File: src/rtl/shared_adder_arb_pkg.sv
// Shared constants and types for the two-port shared adder with round-robin arbitration.
// Stats counter width applies only when SHARED_ADDER_ARB_STATS_EN is defined.
package shared_adder_arb_pkg;

    localparam logic ST_IDLE = 1'b0;
    localparam logic ST_FULL = 1'b1;

    localparam logic REQ_ID0 = 1'b0;
    localparam logic REQ_ID1 = 1'b1;

    localparam int STATS_W = 16;

    typedef enum logic {
        IDLE = ST_IDLE,
        FULL = ST_FULL
    } state_t;

endpackage

File: src/rtl/multiplexer_N_2to1.sv
// N-bit 2:1 multiplexer used to steer the granted requester's operands into the adder.
module multiplexer_N_2to1 #(
    parameter int N = 4
) (
    input  logic         sel,
    input  logic [N-1:0] d0,
    input  logic [N-1:0] d1,
    output logic [N-1:0] y
);

    assign y = sel ? d1 : d0;

endmodule

File: src/rtl/rr_arbiter_2.sv
// Two-way round-robin arbiter: combinational grant plus the priority pointer register.
module rr_arbiter_2
    import shared_adder_arb_pkg::*;
(
    input  logic       clk,
    input  logic       rst_n,
    input  logic [1:0] valid,
    input  logic       enable,
    output logic       grant_valid,
    output logic       grant_id
);

    logic rr_ptr;

    always_comb begin
        grant_valid = 1'b0;
        grant_id    = rr_ptr;
        if (enable) begin
            unique case (valid)
                2'b01: begin
                    grant_valid = 1'b1;
                    grant_id    = REQ_ID0;
                end
                2'b10: begin
                    grant_valid = 1'b1;
                    grant_id    = REQ_ID1;
                end
                2'b11: begin
                    grant_valid = 1'b1;
                    grant_id    = rr_ptr;
                end
                default: begin
                    grant_valid = 1'b0;
                    grant_id    = rr_ptr;
                end
            endcase
        end
    end

    // A grant is always a transfer, so the loser takes priority next time.
    always_ff @(posedge clk or negedge rst_n) begin
        if (!rst_n) begin
            rr_ptr <= REQ_ID0;
        end else if (grant_valid) begin
            rr_ptr <= ~grant_id;
        end
    end

endmodule

File: src/rtl/shared_adder_arbiter_2to1.sv
// One N-bit adder shared by two valid/ready requesters with a registered, backpressured result.
// Optional grant counters and stats_clr are built when SHARED_ADDER_ARB_STATS_EN is defined.
module shared_adder_arbiter_2to1
    import shared_adder_arb_pkg::*;
#(
    parameter int N = 4
) (
    input  logic         clk,
    input  logic         rst_n,
    input  logic         req0_valid,
    output logic         req0_ready,
    input  logic [N-1:0] req0_a,
    input  logic [N-1:0] req0_b,
    input  logic         req1_valid,
    output logic         req1_ready,
    input  logic [N-1:0] req1_a,
    input  logic [N-1:0] req1_b,
`ifdef SHARED_ADDER_ARB_STATS_EN
    input  logic               stats_clr,
    output logic [STATS_W-1:0] grant_cnt0,
    output logic [STATS_W-1:0] grant_cnt1,
`endif
    output logic         res_valid,
    input  logic         res_ready,
    output logic [N-1:0] res_sum,
    output logic         res_cout,
    output logic         res_id
);

    state_t       state, state_nxt;
    logic         slot_free;
    logic         grant_valid;
    logic         grant_id;
    logic         sel_q;
    logic         sel;
    logic [N-1:0] op_a;
    logic [N-1:0] op_b;
    logic [N:0]   sum_full;
    logic         transfer;

    // Readys are forced low while reset is held.
    assign slot_free = rst_n && ((state == IDLE) || res_ready);

    rr_arbiter_2 u_arb (
        .clk         (clk),
        .rst_n       (rst_n),
        .valid       ({req1_valid, req0_valid}),
        .enable      (slot_free),
        .grant_valid (grant_valid),
        .grant_id    (grant_id)
    );

    assign req0_ready = grant_valid && (grant_id == REQ_ID0);
    assign req1_ready = grant_valid && (grant_id == REQ_ID1);
    assign transfer   = grant_valid;

    assign sel = grant_valid ? grant_id : sel_q;

    always_ff @(posedge clk or negedge rst_n) begin
        if (!rst_n) begin
            sel_q <= REQ_ID0;
        end else begin
            sel_q <= sel;
        end
    end

    multiplexer_N_2to1 #(.N(N)) u_mux_a (
        .sel (sel),
        .d0  (req0_a),
        .d1  (req1_a),
        .y   (op_a)
    );

    multiplexer_N_2to1 #(.N(N)) u_mux_b (
        .sel (sel),
        .d0  (req0_b),
        .d1  (req1_b),
        .y   (op_b)
    );

    assign sum_full = {1'b0, op_a} + {1'b0, op_b};

    always_comb begin
        state_nxt = state;
        if (transfer) begin
            state_nxt = FULL;
        end else if ((state == FULL) && res_ready) begin
            state_nxt = IDLE;
        end
    end

    always_ff @(posedge clk or negedge rst_n) begin
        if (!rst_n) begin
            state <= IDLE;
        end else begin
            state <= state_nxt;
        end
    end

    // Result register: reloads on any transfer, otherwise holds even after consume.
    always_ff @(posedge clk or negedge rst_n) begin
        if (!rst_n) begin
            res_sum  <= '0;
            res_cout <= 1'b0;
            res_id   <= REQ_ID0;
        end else if (transfer) begin
            res_sum  <= sum_full[N-1:0];
            res_cout <= sum_full[N];
            res_id   <= grant_id;
        end
    end

    assign res_valid = (state == FULL);

`ifdef SHARED_ADDER_ARB_STATS_EN
    // Saturating per-requester transfer counters; a synchronous clear beats a coinciding transfer.
    always_ff @(posedge clk or negedge rst_n) begin
        if (!rst_n) begin
            grant_cnt0 <= '0;
            grant_cnt1 <= '0;
        end else if (stats_clr) begin
            grant_cnt0 <= '0;
            grant_cnt1 <= '0;
        end else begin
            if (req0_valid && req0_ready && (grant_cnt0 != {STATS_W{1'b1}})) begin
                grant_cnt0 <= grant_cnt0 + 1'b1;
            end
            if (req1_valid && req1_ready && (grant_cnt1 != {STATS_W{1'b1}})) begin
                grant_cnt1 <= grant_cnt1 + 1'b1;
            end
        end
    end
`endif

endmodule

File: config.mk
export PLATFORM = sky130hd
export DESIGN_NAME = shared_adder_arbiter_2to1
export DESIGN_NICKNAME = d
export VERILOG_FILES = /design/src/rtl/shared_adder_arb_pkg.sv /design/src/rtl/multiplexer_N_2to1.sv /design/src/rtl/rr_arbiter_2.sv /design/src/rtl/shared_adder_arbiter_2to1.sv
export SDC_FILE = /design/constraint.sdc
export NUM_CORES = 1
export LEC_CHECK = 0
export BUFFER_PORTS_ARGS = -buffer_cell sky130_fd_sc_hd__buf_2
export CAP_MARGIN = 20
export CORE_MARGIN = 1
export CORE_UTILIZATION = 45
export DETAILED_ROUTE_END_ITERATION = 12
export PLACE_DENSITY = 0.77
export SYNTH_ARGS = -nofsm -noshare
export SYNTH_HDL_FRONTEND = slang
export SYNTH_SLANG_ARGS = --single-unit
File: constraint.sdc
create_clock -name clk -period 5.3 [get_ports clk]
set_input_delay 1.59 -clock clk [delete_from_list [all_inputs] [get_ports clk]]
set_output_delay 1.59 -clock clk [all_outputs]
set_load 0.005 [all_outputs]
Word level (Yosys, flattened, before mapping)
Cells that the tools add are included.
Cells by class
  add/subtract/negate cells: 1
  bitwise logic cells: 2
  reduce and logical (&&, ||, !) cells: 7
  mux-type cells: 9
  eq/ne operators: 3
Operators with widths (number)
  4-bit 2-to-1 mux: 2
  1-bit 2-to-1 mux: 6
  4-bit by 4-bit adder with 5-bit output: 1
  2-bit equality test, second input constant: 2
  1-bit logical AND: 4
  3-bit OR reduction: 1
  2-bit by 1-bit equality test with 1-bit output, second input constant: 1
  1-bit inverter: 2
  1-bit case mux with 2 select lines: 1
  2-bit nonzero test: 1
  1-bit logical OR: 1
Storage, ports and cells
  output and inout port bits: 9
  word-level logic and storage cells: 28
  input port bits: 21
  register bits after elaboration: 9

Longest topological paths before layout
  depth in word-level cells: 7
  gate-level depth with buffers: 14
  mapped depth without buffers: 13

Hierarchy
A second synthesis with hierarchy kept.
Second synthesis, totals
  cells, all modules: 66
  area, all modules: 683.2 µm²
By module, submodules not included
  shared_adder_arbiter_2to1: cells each 45, times used 1, area each 464.2 µm², seq. area each 200.2 µm²
  rr_arbiter_2: cells each 13, times used 1, area each 128.9 µm², seq. area each 25.0 µm²
  multiplexer_N_2to1: cells each 4, times used 2, area each 45.0 µm², seq. area each 0.0 µm²

Worst setup path before layout
No wires, ideal clock.
  path kind: input to output
  start: in req0_valid
  end: out req1_ready
  data required time: 3710 ps
  cell stages on the path: 6
  arrival time: 2495 ps
  path slack: 1215 ps
  path buffers: 1
  cells stage by stage: inv_1 > ha_1 > and2b_1 > nand2_1 > clkbuf_1 > nor2_1
Between the ends
  longest elaborated chain between the ends: 5
  elaborated cells on any way between the ends: 9
  those cells by class: eq/ne (3); mux (4); reduce/logical (2)
RTL lines
  from (decl): RTL line shared_adder_arbiter_2to1.sv:10  | input logic req0_valid,
  2-bit equality test or 2-bit by 1-bit equality test with 1-bit output (tied branches): RTL line rr_arbiter_2.sv:19  | unique case (valid)
  3-bit OR reduction (no line)
  1-bit 2-to-1 mux: RTL line rr_arbiter_2.sv:19
  1-bit 2-to-1 mux: RTL line rr_arbiter_2.sv:18  | if (enable) begin
  1-bit logical AND (*): RTL line shared_adder_arbiter_2to1.sv:54  | assign req1_ready = grant_valid && (grant_id == REQ_ID1);
  to (decl): RTL line shared_adder_arbiter_2to1.sv:15  | output logic req1_ready,
Every way passes the cells marked *; elsewhere a longest branch is shown, timed or not.

Worst setup path after layout
Same ends and word-level chain as after synthesis.

==> qor.csv <==
stage;metric;value;unit
placement;place_congestion;0.6507;
cells_and_area;final_cells;108;
route;vias_per_cell;5.009;
cells_and_area;n_fill_cell;115;
route;drt_iter0_markers;4;
logic_synthesis;ys_types;20;
power;powerDensity;321.8;nW/um^2
floorplanning;rows;13;
clock_tree;clock_sinks;9;
placement;port-buffer-count;29;
setup_path;critPathArrivalTime;2710;ps
logic_synthesis;synthCells;62;
logic_synthesis;synth_seq_cells;9;
floorplanning;die_width;40.89;um
logic_synthesis;seq_area_frac_synth;33.09;%
setup_path;worstPathRequired;3710;ps
clock_tree;cts_tree;done;
sta;slew_headroom;68.12;%
setup_path;r2r_slack;2550;ps
sta;period_needed;4301;ps
setup_path;start_kind;input pin;
power;p_leak;0.4970;nW
clock_tree;cts.repair.resized;0;
worst_hold_path;whs_path_depth;2;
logic_synthesis;syn_avg_cell_area;10.98;sq um
floorplanning;core_area;1350;sq um
global_routing;antenna_found_initial;0;
setup_path;crit_fanout;12;
cells_and_area;multi_input_area;405.4;sq um
route;antenna_left;0;
setup_path;r2r_end;res_cout$_DFFE_PN0P_;
global_routing;grt_pass1_wl;1.773;mm
placement;dp_cells;104;
floorplanning;ios;30;
placement;dpl.hpwl;918.1;um
power;irDropWorstVdd;184.1;uV
clock_tree;clock_path_buffers;2;
cells_and_area;area_growth_syn_to_layout;24.45;%
sta;tightest_slew;476.9;ps
sta;setup_viol;0;
clock_tree;post_cts_buffers;0;
sta;fin_crit_sh;81.14;%
floorplanning;start_util;50.42;%
worst_hold_path;hold_end;res_cout$_DFFE_PN0P_;
sta;hold_viol;0;
clock_tree;numCtsBuffers;3;
clock_tree;clk-insertion-delay-late;260;ps
sta;fmax;232.5;MHz
setup_path;critical_path_class;in -> out;
clock_tree;cts_hold_buf;0;
cells_and_area;drive_above_1_share;47.31;%
cells_and_area;nets;122;
worst_hold_path;hold_class;reg -> reg;
sta;finClkSkew;5.341;ps
route;dr.pass1.iters;5;
route;drc;0;
setup_path;rr_worst_depth;11;
sta;slew_viol_final;0;
clock_tree;cts-root-buf;clkbuf_4;
route;wl;1.114;mm
setup_path;endpoint_kind;output pin;
logic_synthesis;mappedNetlistArea;680.7;sq um
global_routing;first_global_vias;479;
logic_synthesis;synthesis.nets;90;
clock_tree;h-tree-depth;1;
floorplanning;die_area;1672;sq um
sta;rsz0062_at_grt;no;
logic_synthesis;ys_warn_count;0;
cells_and_area;regArea;225.2;sq um
global_routing;overflow;0;
setup_path;timing.rr.start;res_valid$_DFFE_PN0P_;
floorplanning;die_h;40.89;um
worst_hold_path;hold_start;res_cout$_DFFE_PN0P_;
global_routing;grt_use_total;16.61;%
run;maxCapViolCount;0;
clock_tree;clk_pin_slew;50;ps
route;drt-wirelength-per-cell;10.31;um
run_status;outcome;complete, no violations;
route;route.vias.total;541;
global_routing;grt_start_max_net_pins;13;
sta;tns;0;ps
cells_and_area;diodes;0;
layer usage:
layer / global-route usage [%] / vias to the layer above / share of wire, %
li1: - / 272 / -
met3: 8.152 / 0 / 8.1
met5: 0 / - / 0
met1: 17.29 / 246 / 44
met4: 2.500 / 0 / 0
met2: 30.08 / 23 / 48
power by group:
group          total [W]  internal (W)  switching, W
Combinational   0.000121     0.0000660     0.0000551
Clock          0.0000518     0.0000289     0.0000228
Sequential     0.0000997     0.0000901    0.00000965
through the flow:
step                hold slack (ps)  instance area (sq um)  setup WS [ps]  power (W)  utilization [%]
floorplan                     466.6                  680.7           1215  0.0001915                -
global placement              469.1                  820.8          968.5  0.0002208            60.80
detailed placement            478.8                  820.8          891.0  0.0002234            60.80
CTS                           492.8                  847.1          992.7  0.0002770            62.74
global route                  533.7                  847.1          870.1  0.0003017            62.74
finish                        480.6                  847.1          999.4  0.0002726            62.74
layout by cell type, fill, tap and decap left out:
master | synthesis | final
a21boi_4 | 1 | 1
a21o_1 | 2 | 2
a21oi_1 | 3 | 3
and2b_1 | 1 | 1
buf_2 | 0 | 29
clkbuf_1 | 1 | 1
clkbuf_4 | 0 | 3
dfrtp_1 | 9 | 9
fa_1 | 1 | 1
ha_1 | 6 | 6
inv_1 | 7 | 7
mux2_2 | 2 | 2
mux2_4 | 7 | 7
mux2i_1 | 2 | 2
mux2i_2 | 1 | 1
nand2_1 | 7 | 7
nand2b_1 | 1 | 1
nand3_2 | 1 | 1
nor2_1 | 2 | 2
o21ai_0 | 5 | 5
xor2_1 | 2 | 2
critical path, stage by stage:
cell and delay, ps:
buf_2 70, inv_1 50, ha_1 190, and2b_1 240, nand2_1 270, nor2_1 170
buf_2 120
state kept, by name, summed over array words and instances (netlist names):
register,cells
res_id,1
res_sum,4
res_cout,1
u_arb.rr_ptr,1
res_valid,1
sel_q,1
cells in the mapped netlist:
library cell,number,area share (%)
a21boi_4,1,2.8
a21o_1,2,2.2
a21oi_1,3,2.2
and2b_1,1,1.1
buf_12,1,2.9
clkbuf_1,1,0.55
dfrtp_1,9,33
fa_1,1,2.9
ha_1,6,11
inv_1,7,3.9
mux2_2,2,3.3
mux2_4,7,15
mux2i_1,2,2.9
mux2i_2,1,2.0
nand2_1,7,3.9
nand2b_1,1,0.92
nand3_2,1,1.5
nor2_1,2,1.1
o21ai_0,5,3.7
xor2_1,2,2.6
final cells by class:
type | instances | area share [%]
Timing Repair Buffer | 29 | 17.13
Clock buffer | 4 | 3.102
Sequential cell | 9 | 26.59
Multi-Input combinational cell | 44 | 47.86
Tap cell | 15 | 2.216
Inverter | 7 | 3.102
how the worst max path moves through the flow:
stage	end	start	cells after the start	slack [ps]
CTS	req1_ready	req0_valid	7	990
detailed placement	res_cout$_DFFE_PN0P_	req0_valid	14	890
global route	req1_ready	req0_valid	7	870
finish	req1_ready	req0_valid	7	1000
global placement	res_cout$_DFFE_PN0P_	req0_valid	14	970
floorplan	req1_ready	req0_valid	6	1220
logic make-up (layout without fill, tap and decap cells):
family / count (synthesis) / in the layout / synth area share, %
multiplexers: 12 / 12 / 23.71
AND/OR/NAND/NOR: 12 / 12 / 8.458
AO/OA/AOI/OAI: 11 / 11 / 10.84
flip-flops: 9 / 9 / 33.09
buffers and inverters: 9 / 40 / 7.353
adder cells (fa/ha/maj): 7 / 7 / 13.97
XOR/XNOR: 2 / 2 / 2.574
Note: power is estimated with default switching activity, not from simulation.
